<file path="config.mk">
export PLATFORM = sky130hd
export DESIGN_NAME = interval_hist_flat
export DESIGN_NICKNAME = d
export VERILOG_FILES = /design/src/rtl/interval_hist_if.sv /design/src/rtl/interval_hist.sv /design/src/flat_wrapper.sv
export SDC_FILE = /design/constraint.sdc
export NUM_CORES = 1
export LEC_CHECK = 0
export ABC_AREA = 1
export BUFFER_PORTS_ARGS = -buffer_cell sky130_fd_sc_hd__buf_2
export CORE_MARGIN = 8
export CORE_UTILIZATION = 40
export DETAILED_ROUTE_END_ITERATION = 10
export GPL_TIMING_DRIVEN = 0
export PLACE_DENSITY = 0.67
export SYNTH_ARGS = -nofsm -noshare
export SYNTH_HDL_FRONTEND = slang
export SYNTH_SLANG_ARGS = --single-unit
</file>
<file path="constraint.sdc">
create_clock -name clk_i -period 2.7 [get_ports clk_i]
set_input_delay 0.27 -clock clk_i [delete_from_list [all_inputs] [get_ports clk_i]]
set_output_delay 0.27 -clock clk_i [all_outputs]
set_load 0.03 [all_outputs]
</file>
<file path="src/rtl/interval_hist_if.sv">
// Handshake bundle for interval_hist: one-hot interval beats in, histogram entries out.
// master = upstream/downstream environment, slave = interval_hist.
interface interval_hist_if #(
   parameter int NUM   = 8,
   parameter int CNT_W = 16
);
   localparam int IDX_W = (NUM > 1) ? $clog2(NUM) : 1;

   logic             valid_i;
   logic             ready_o;
   logic [NUM-1:0]   interval_i;
   logic             last_i;
   logic             out_valid_o;
   logic             out_ready_i;
   logic [IDX_W-1:0] bin_o;
   logic [CNT_W-1:0] count_o;
   logic             out_last_o;
   logic             error_o;

   modport master (
      output valid_i, interval_i, last_i, out_ready_i,
      input  ready_o, out_valid_o, bin_o, count_o, out_last_o, error_o
   );

   modport slave (
      input  valid_i, interval_i, last_i, out_ready_i,
      output ready_o, out_valid_o, bin_o, count_o, out_last_o, error_o
   );
endinterface

</file>
<file path="src/rtl/interval_hist.sv">
// Per-frame histogram of one-hot interval codes, drained bin by bin after the last beat.
// Define INTERVAL_HIST_SAT_EN to make counters saturate instead of wrapping.
module interval_hist #(
   parameter int NUM   = 8,
   parameter int CNT_W = 16
) (
   input logic           clk_i,
   input logic           rst_ni,
   interval_hist_if.slave bus
);
   localparam int IDX_W = (NUM > 1) ? $clog2(NUM) : 1;

   typedef enum logic {ACC, DUMP} state_e;

   state_e           state_q, state_d;
   logic [IDX_W-1:0] idx_q, idx_d;
   logic [CNT_W-1:0] cnt_q [NUM];
   logic [CNT_W-1:0] cnt_d [NUM];
   logic             error_q, error_d;

   logic accept;
   logic onehot;
   logic idx_last;

   function automatic logic [CNT_W-1:0] bump(input logic [CNT_W-1:0] c);
`ifdef INTERVAL_HIST_SAT_EN
      return (c == '1) ? c : c + CNT_W'(1);
`else
      return c + CNT_W'(1);
`endif
   endfunction

   assign accept   = bus.valid_i && (state_q == ACC);
   assign onehot   = (bus.interval_i != '0) &&
                     ((bus.interval_i & (bus.interval_i - NUM'(1))) == '0);
   assign idx_last = (idx_q == IDX_W'(NUM - 1));

   always_comb begin
      state_d = state_q;
      idx_d   = idx_q;
      error_d = error_q;
      for (int unsigned k = 0; k < NUM; k++) cnt_d[k] = cnt_q[k];

      case (state_q)
         ACC: begin
            if (accept) begin
               if (onehot) begin
                  for (int unsigned k = 0; k < NUM; k++)
                     if (bus.interval_i[k]) cnt_d[k] = bump(cnt_q[k]);
               end else begin
                  error_d = 1'b1;
               end
               if (bus.last_i) begin
                  state_d = DUMP;
                  idx_d   = '0;
               end
            end
         end
         DUMP: begin
            if (bus.out_ready_i) begin
               if (idx_last) begin
                  // Final entry taken: start the next frame from a clean slate.
                  state_d = ACC;
                  idx_d   = '0;
                  error_d = 1'b0;
                  for (int unsigned k = 0; k < NUM; k++) cnt_d[k] = '0;
               end else begin
                  idx_d = idx_q + IDX_W'(1);
               end
            end
         end
         default: state_d = ACC;
      endcase
   end

   always_ff @(posedge clk_i or negedge rst_ni) begin
      if (!rst_ni) begin
         state_q <= ACC;
         idx_q   <= '0;
         error_q <= 1'b0;
         for (int unsigned k = 0; k < NUM; k++) cnt_q[k] <= '0;
      end else begin
         state_q <= state_d;
         idx_q   <= idx_d;
         error_q <= error_d;
         for (int unsigned k = 0; k < NUM; k++) cnt_q[k] <= cnt_d[k];
      end
   end

   assign bus.ready_o     = (state_q == ACC);
   assign bus.out_valid_o = (state_q == DUMP);
   assign bus.bin_o       = (state_q == DUMP) ? idx_q : '0;
   assign bus.count_o     = (state_q == DUMP) ? cnt_q[idx_q] : '0;
   assign bus.out_last_o  = (state_q == DUMP) && idx_last;
   assign bus.error_o     = error_q;
endmodule

</file>
<file path="src/flat_wrapper.sv">
// flat-port wrapper written by rule: the top's interface ports become plain ports
module interval_hist_flat 
#(
   parameter int NUM   = 8,
   parameter int CNT_W = 16
)
  (clk_i, rst_ni, bus_valid_i, bus_interval_i, bus_last_i, bus_out_ready_i, bus_ready_o, bus_out_valid_o, bus_bin_o, bus_count_o, bus_out_last_o, bus_error_o);
  interval_hist_if #(.NUM(NUM), .CNT_W(CNT_W)) bus_i ();
  input logic clk_i;
  input logic rst_ni;
  input wire logic [$bits(bus_i.valid_i)-1:0] bus_valid_i;
  input wire logic [$bits(bus_i.interval_i)-1:0] bus_interval_i;
  input wire logic [$bits(bus_i.last_i)-1:0] bus_last_i;
  input wire logic [$bits(bus_i.out_ready_i)-1:0] bus_out_ready_i;
  output wire logic [$bits(bus_i.ready_o)-1:0] bus_ready_o;
  output wire logic [$bits(bus_i.out_valid_o)-1:0] bus_out_valid_o;
  output wire logic [$bits(bus_i.bin_o)-1:0] bus_bin_o;
  output wire logic [$bits(bus_i.count_o)-1:0] bus_count_o;
  output wire logic [$bits(bus_i.out_last_o)-1:0] bus_out_last_o;
  output wire logic [$bits(bus_i.error_o)-1:0] bus_error_o;
  assign bus_i.valid_i = bus_valid_i;
  assign bus_i.interval_i = bus_interval_i;
  assign bus_i.last_i = bus_last_i;
  assign bus_i.out_ready_i = bus_out_ready_i;
  assign bus_ready_o = bus_i.ready_o;
  assign bus_out_valid_o = bus_i.out_valid_o;
  assign bus_bin_o = bus_i.bin_o;
  assign bus_count_o = bus_i.count_o;
  assign bus_out_last_o = bus_i.out_last_o;
  assign bus_error_o = bus_i.error_o;
  interval_hist #(.NUM(NUM), .CNT_W(CNT_W)) u_core (.clk_i(clk_i), .rst_ni(rst_ni), .bus(bus_i));
endmodule
</file>
==> results of run 1 <==
cells by family (layout without fill, tap and decap cells):
logic type,count (synthesis),in the layout
simple gates,948,948
compound gates,263,263
buf+inv,205,274
flops,133,133
xor+xnor,18,18
fa+ha+maj,10,10
cell usage after synthesis:
cell type  instances
buf_2             17
nand2_2            5
dfrtp_1          133
nor3b_1            5
nor2_1           233
a31oi_1            6
nand2_1          500
inv_2              1
nand3b_1           1
xor2_1            18
a211oi_1           5
o21a_1            15
a21oi_1          111
nand4_1            2
inv_1            132
o41ai_1            1
buf_1              6
nor2_2             6
nor3_1            15
clkinv_1           1
clkbuf_1          34
a21oi_2            4
nand3_1          175
o21ai_1            1
ha_1              10
o211ai_1           4
and2_1             6
o21bai_1           5
o21ai_0          102
o22ai_1            9
buf_4             14
area by class of cell:
class                   instances  area share (%)
clock buffers                  18           4.004
flip-flops and latches        133           30.34
repair buffers                 37           1.996
multi-input cells            1239           50.83
clock inverters                14           1.232
plain buffers                  71           3.319
inverters                     134           4.585
well taps                     324           3.696
through the flow:
stage	hold slack [ns]	power (W)
global route	0.1626	0.008903
CTS	0.1569	0.008419
detailed placement	0.2115	0.006076
finish	0.1697	0.008546
floorplan	-0.02559	0.004655
global placement	0.4553	0.006049
timing repair:
action                                 4_1_cts  5_1_grt
hold buffers                                 1        0
setup endpoints to repair                   18       17
resized for setup                            6       21
setup buffers                                0        0
endpoints found under the hold margin       40        0
registers in the layout (all words and copies together), names as in the netlist:
| register | flops |
|---|---|
| u_core.bus.out_valid_o | 1 |
| u_core.cnt_q | 128 |
| u_core.bus.error_o | 1 |
| u_core.idx_q | 3 |
per-layer routing:
layer | vias up | track usage, % | wire (um)
met5 | - | 0 | 13
met4 | 2 | 9.745 | 1345
met3 | 99 | 5.845 | 3632
met2 | 525 | 36.02 | 14700
met1 | 5006 | 32.36 | 15030
li1 | 5205 | - | -
power breakdown:
part           internal, W  switching [W]  leakage, nW  total [W]
clock              0.00137       0.000966        0.281    0.00234
sequential         0.00210       0.000146         1.84    0.00225
combinational      0.00101        0.00296         2.72    0.00396
total              0.00448        0.00407         4.84    0.00855
worst min-delay path by stage:
stage / to / startpoint / slack [ns]
global route: u_core.bus.out_valid_o / bus_last_i / 0.16
detailed placement: u_core.cnt_q[105] / rst_ni / 0.21
floorplan: u_core.bus.error_o / rst_ni / -0.03
global placement: u_core.cnt_q[47] / u_core.cnt_q[47] / 0.46
CTS: u_core.bus.out_valid_o / bus_last_i / 0.16
finish: u_core.bus.out_valid_o / bus_last_i / 0.17
worst min-delay path, delay by kind of cell:
family | cells | cell delay [ns]
AO/OA/AOI/OAI | 1 | 0.11
AND/OR/NAND/NOR | 1 | 0.10
buffers and inverters | 1 | 0.08
==> impl_metrics.py, run 1 <==
metrics = {
    "drt": {
        "dr.pass1.iters": 5,
        "drc_errors": 0,
        "antenna_left": 0,
        "routed_wl_mm": 34.72,
        "drtIter0Drc": 1210,
        "via_count": 10840,
        "viasPerCell": 5.501,
        "wire_per_inst_um": 17.63,
    },
    "global_route": {
        "grt_max_degree": 94,
        "globalRouteOverflowTotal": 0,
        "grt_pass1_vias": 9771,
        "grt_usage_pct": 23.90,
        "antenna_found_initial": 1,
        "grt_pass1_wl_mm": 54.38,
    },
    "pwr": {
        "p_leak_nw": 4.844,
        "powerDensity_nw_per_um2": 779.1,
        "vdd_drop_max_uv": 576.0,
    },
    "clock_tree": {
        "clockBufferDepth": 2,
        "cts_made_buffers": 17,
        "clk_latency_ns": 0.43,
        "cts_sinks": 133,
        "cts_root_buffer": "clkbuf_16",
        "ctsHtreeMaxLevel": 4,
        "clk_pin_slew_ns": 0.06,
        "cts_tree": "done",
    },
    "floorplan": {
        "core_area_sq_um": 24110,
        "start_util_pct": 40.43,
        "rows": 57,
        "die_area_sq_um": 29620,
        "die_w_um": 172.1,
        "die_h_um": 172.1,
        "pin_count": 36,
    },
    "synthesis": {
        "yosysSeqAreaShare_pct": 34.15,
        "yosys.area_share.simple_pct": 39.67,
        "synth_area_leaders": "dfrtp_1 (34%), nand2_1 (19%), nand3_1 (9.0%), nor2_1 (9.0%), a21oi_1 (5.7%)",
        "yosys.area.top_type": "dfrtp_1",
        "ys_ff_latch": 133,
        "synth-xor-area-share_pct": 1.617,
        "synth_top_family_by_area": "simple AND/OR/NAND/NOR gates",
        "syn_nets": 1600,
        "synth_compound_area_share_pct": 14.63,
        "syn_area_sq_um": 9747,
        "synthCells": 1577,
        "synth.avg_cell_area_sq_um": 6.181,
        "ys_warn_count": 0,
        "muxShareOfSynthArea_pct": 0,
        "netlist.area_leader.share_pct": 34.15,
        "synth-adder-area-share_pct": 1.284,
        "synth_cell_types": 31,
    },
    "run": {
        "max_cap_violations": 0,
    },
    "sta": {
        "fin_ws_ns": 0.01828,
        "skew_ns": 0.005464,
        "timing.fmax_mhz": 372.9,
        "slew_headroom_pct": 27.80,
        "finalHoldViolCount": 0,
        "maxSlewViolCount": 0,
        "period_minus_slack_ns": 2.682,
        "setup_viol": 0,
        "tightest_slew_ns": 1.083,
        "tns_ns": 0,
        "min_period_over_period_pct": 99.32,
    },
    "critical_path": {
        "worstPathArrival_ns": 2.41,
        "crit_type": "register to output pin",
        "slowest_delay_ns": 0.41,
        "critPathLaunch": "u_core.idx_q[0]",
        "cp.required_ns": 2.43,
        "r2r_end": "u_core.cnt_q[61]",
        "rr_worst_depth": 10,
        "crit_fanout": 10,
        "rr_startpoint": "u_core.idx_q[0]",
        "worstPathCellList": "inv_1 -> clkbuf_1 -> o21ai_0 -> a21oi_1 -> o21a_1 -> buf_2",
        "path_buf_inv": 3,
        "slowest_stage": "clkbuf_1",
        "cpLargestDelayFamily": "compound AO/OA/AOI/OAI gates",
        "r2r_slack_ns": 0.22,
        "critPathLaunchType": "register",
        "crit_end": "bus_count_o[9]",
        "worst_setup_path_end_kind": "output pin",
        "cp.depth": 6,
    },
    "final_layout": {
        "fillers": 2599,
        "drive_gt1_share_pct": 8.019,
        "layout_commonest_cell": "nand2_1",
        "stdcell_area_sq_um": 10970,
        "diodes": 0,
        "stdcell_count": 1970,
        "final_util_pct": 45.51,
        "multiInputGateArea_sq_um": 5575,
        "final_cell_mix": "nand2_1 (500), nor2_1 (233), nand3_1 (175)",
        "syn_to_final_growth_pct": 12.54,
        "seq_area_sq_um": 3328,
        "finalNetCount": 1656,
    },
    "worst_hold_path": {
        "hold_path.class": "primary input to register",
        "worstHoldPathCells": 3,
    },
    "placement": {
        "dpl_cell_area_sq_um": 10360,
        "hpwl_mm": 25.75,
        "place.gp.congestion": 1.021,
        "port-buffer-count": 35,
        "dp_cells": 1937,
        "post-place-ws_ns": 0.2818,
    },
    "status": {
        "status": "complete, no violations",
    },
}
(Power assumes the default switching activity.)
==> run 2, diff against run 1 <==
--- a/config.mk
+++ b/config.mk
@@ -11,7 +11,8 @@
 export CORE_UTILIZATION = 40
 export DETAILED_ROUTE_END_ITERATION = 10
 export GPL_TIMING_DRIVEN = 0
-export PLACE_DENSITY = 0.67
+export PLACE_DENSITY_LB_ADDON = 0.12
+export REMOVE_ABC_BUFFERS = 1
 export SYNTH_ARGS = -nofsm -noshare
 export SYNTH_HDL_FRONTEND = slang
 export SYNTH_SLANG_ARGS = --single-unit
==> impl_metrics.py, run 2 (synthesized netlist as in run 1, its figures left out) <==
metrics = {
    "sta": {
        "slew_headroom_pct": 55.68,
        "tightest_slew_ns": 0.6629,
        "finalHoldViolCount": 0,
        "fin_ws_ns": 0.06532,
        "setup_viol": 0,
        "grt_setup_unrepaired": "false",
        "maxSlewViolCount": 0,
        "tns_ns": 0,
        "skew_ns": 0.01310,
        "min_period_over_period_pct": 97.58,
        "period_minus_slack_ns": 2.635,
        "timing.fmax_mhz": 379.6,
    },
    "final_layout": {
        "syn_to_final_growth_pct": 12.67,
        "diodes": 0,
        "fillers": 2584,
        "final_util_pct": 45.56,
        "layout_commonest_cell": "nand2_1",
        "largest_register_ffs": 128,
        "top_regs": "u_core.cnt_q: 128 flops, u_core.idx_q: 3 flops",
        "finalNetCount": 1604,
        "final_cell_mix": "nand2_1 (496), nor2_1 (232), nand3_1 (175)",
        "drive_gt1_share_pct": 7.152,
        "regMostFlops": "u_core.cnt_q",
    },
    "critical_path": {
        "crit_fanout": 67,
        "crit_type": "register to output pin",
        "critPathLaunchType": "register",
        "worstPathArrival_ns": 2.36,
        "cp.required_ns": 2.43,
        "worst_setup_path_end_kind": "output pin",
    },
    "drt": {
        "viasPerCell": 5.284,
        "routed_wl_mm": 32.17,
        "via_count": 10130,
        "dr.pass1.iters": 7,
        "antenna_left": 0,
        "wire_per_inst_um": 16.77,
        "drc_errors": 0,
        "drtIter0Drc": 1040,
    },
    "placement": {
        "port-buffer-count": 35,
        "place.gp.congestion": 0.8816,
        "hpwl_mm": 20.12,
        "post-place-ws_ns": -1.247,
    },
    "floorplan": {
        "pin_count": 36,
        "core_area_sq_um": 24110,
        "die_w_um": 172.1,
        "die_area_sq_um": 29620,
        "die_h_um": 172.1,
        "start_util_pct": 40.43,
        "rows": 57,
    },
    "clock_tree": {
        "cts_tree": "done",
        "cts_root_buffer": "clkbuf_16",
        "clk_latency_ns": 0.43,
        "cts_sinks": 133,
        "clockBufferDepth": 2,
        "ctsHtreeMaxLevel": 4,
        "cts_made_buffers": 17,
        "clk_pin_slew_ns": 0.06,
    },
    "global_route": {
        "globalRouteOverflowTotal": 0,
        "antenna_found_initial": 0,
        "grt_usage_pct": 21.86,
        "grt_pass1_vias": 9262,
        "grt_max_degree": 92,
        "grt_pass1_wl_mm": 51.16,
    },
    "worst_hold_path": {
        "hold_path.class": "primary input to register",
    },
    "pwr": {
        "powerDensity_nw_per_um2": 771.5,
        "p_leak_nw": 4.739,
        "vdd_drop_max_uv": 712.5,
    },
    "run": {
        "max_cap_violations": 0,
    },
    "status": {
        "status": "complete, no violations",
    },
}
==> run 2: cell types whose count changed in the layout (fill, tap and decap cells not counted), sizes merged <==
| cell | before | now |
|---|---|---|
| buf | 70 | 50 |
| clkbuf | 55 | 21 |
| clkinv | 9 | 7 |
| clkinvlp | 3 | 7 |
| inv | 134 | 132 |
| nand2 | 505 | 507 |
==> run 2: cell type report <==
class	count	area (sq um)	area share, %
Clock buffer	19	432.9	3.942
Multi-Input combinational cell	1241	5725	52.14
Timing Repair Buffer	53	407.9	3.714
Inverter	134	528.0	4.808
Timing Repair inverter	1	7.507	0.06836
Sequential cell	133	3339	30.41
Clock inverter	13	135.1	1.230
Tap cell	324	405.4	3.691
==> run 2: layer usage <==
metal	share of wire [%]	GRT usage (%)
met4	1.4	5.847
met5	0	0
met2	44	33.09
met3	5.8	3.265
met1	49	31.88
==> run 2: worst max-delay path: stages, from the launching register on <==
cell and delay, ns:
dfrtp_4 0.58, buf_16 0.21, inv_12 0.21, o21ai_0 0.22, a21oi_1 0.26, o21a_1 0.21, buf_2 0.22
==> run 2: power by group <==
part / internal [W] / switching (W) / leakage [nW]
sequential: 0.00211 / 0.000295 / 1.84
clock: 0.00135 / 0.000952 / 0.265
combinational: 0.00102 / 0.00274 / 2.63
==> run 2: worst paths after layout <==
| path | from | endpoint | slack [ns] | cells after the start |
|---|---|---|---|---|
| worst max-delay path | u_core.idx_q[0] | bus_count_o[5] | 0.07 | 6 |
| worst min-delay path | bus_last_i | u_core.bus.out_valid_o | 0.12 | 3 |
| worst max register to register | u_core.bus.out_valid_o | u_core.cnt_q[124] | 0.18 | 6 |
| worst min register to register | u_core.cnt_q[47] | u_core.cnt_q[47] | 0.48 | 2 |
| max in group asynchronous | rst_ni | u_core.idx_q[1] | 1.48 | 3 |
| min in group asynchronous | rst_ni | u_core.cnt_q[79] | 0.36 | 2 |
==> run 2: per-stage QoR <==
step           std cells  power [W]  hold slack, ns  area [sq um]
6_report            1918   0.008472          0.1248         10980
4_1_cts             1914   0.008322          0.1101         10870
5_1_grt             1918   0.008909          0.1342         10980
2_1_floorplan       1506   0.004422        -0.02559          9407
3_5_place_dp        1868   0.005751          0.2319         10090
3_3_place_gp        1865   0.005697          0.4614          9987
==> run 2: what timing repair did <==
action,4_1_cts,5_1_grt
resized for setup,27,10
buffers inserted,11,2
pin swaps,5,2
hold buffers,1,0
hold endpoints to repair,42,0
setup endpoints to repair,147,139
cloned,2,2
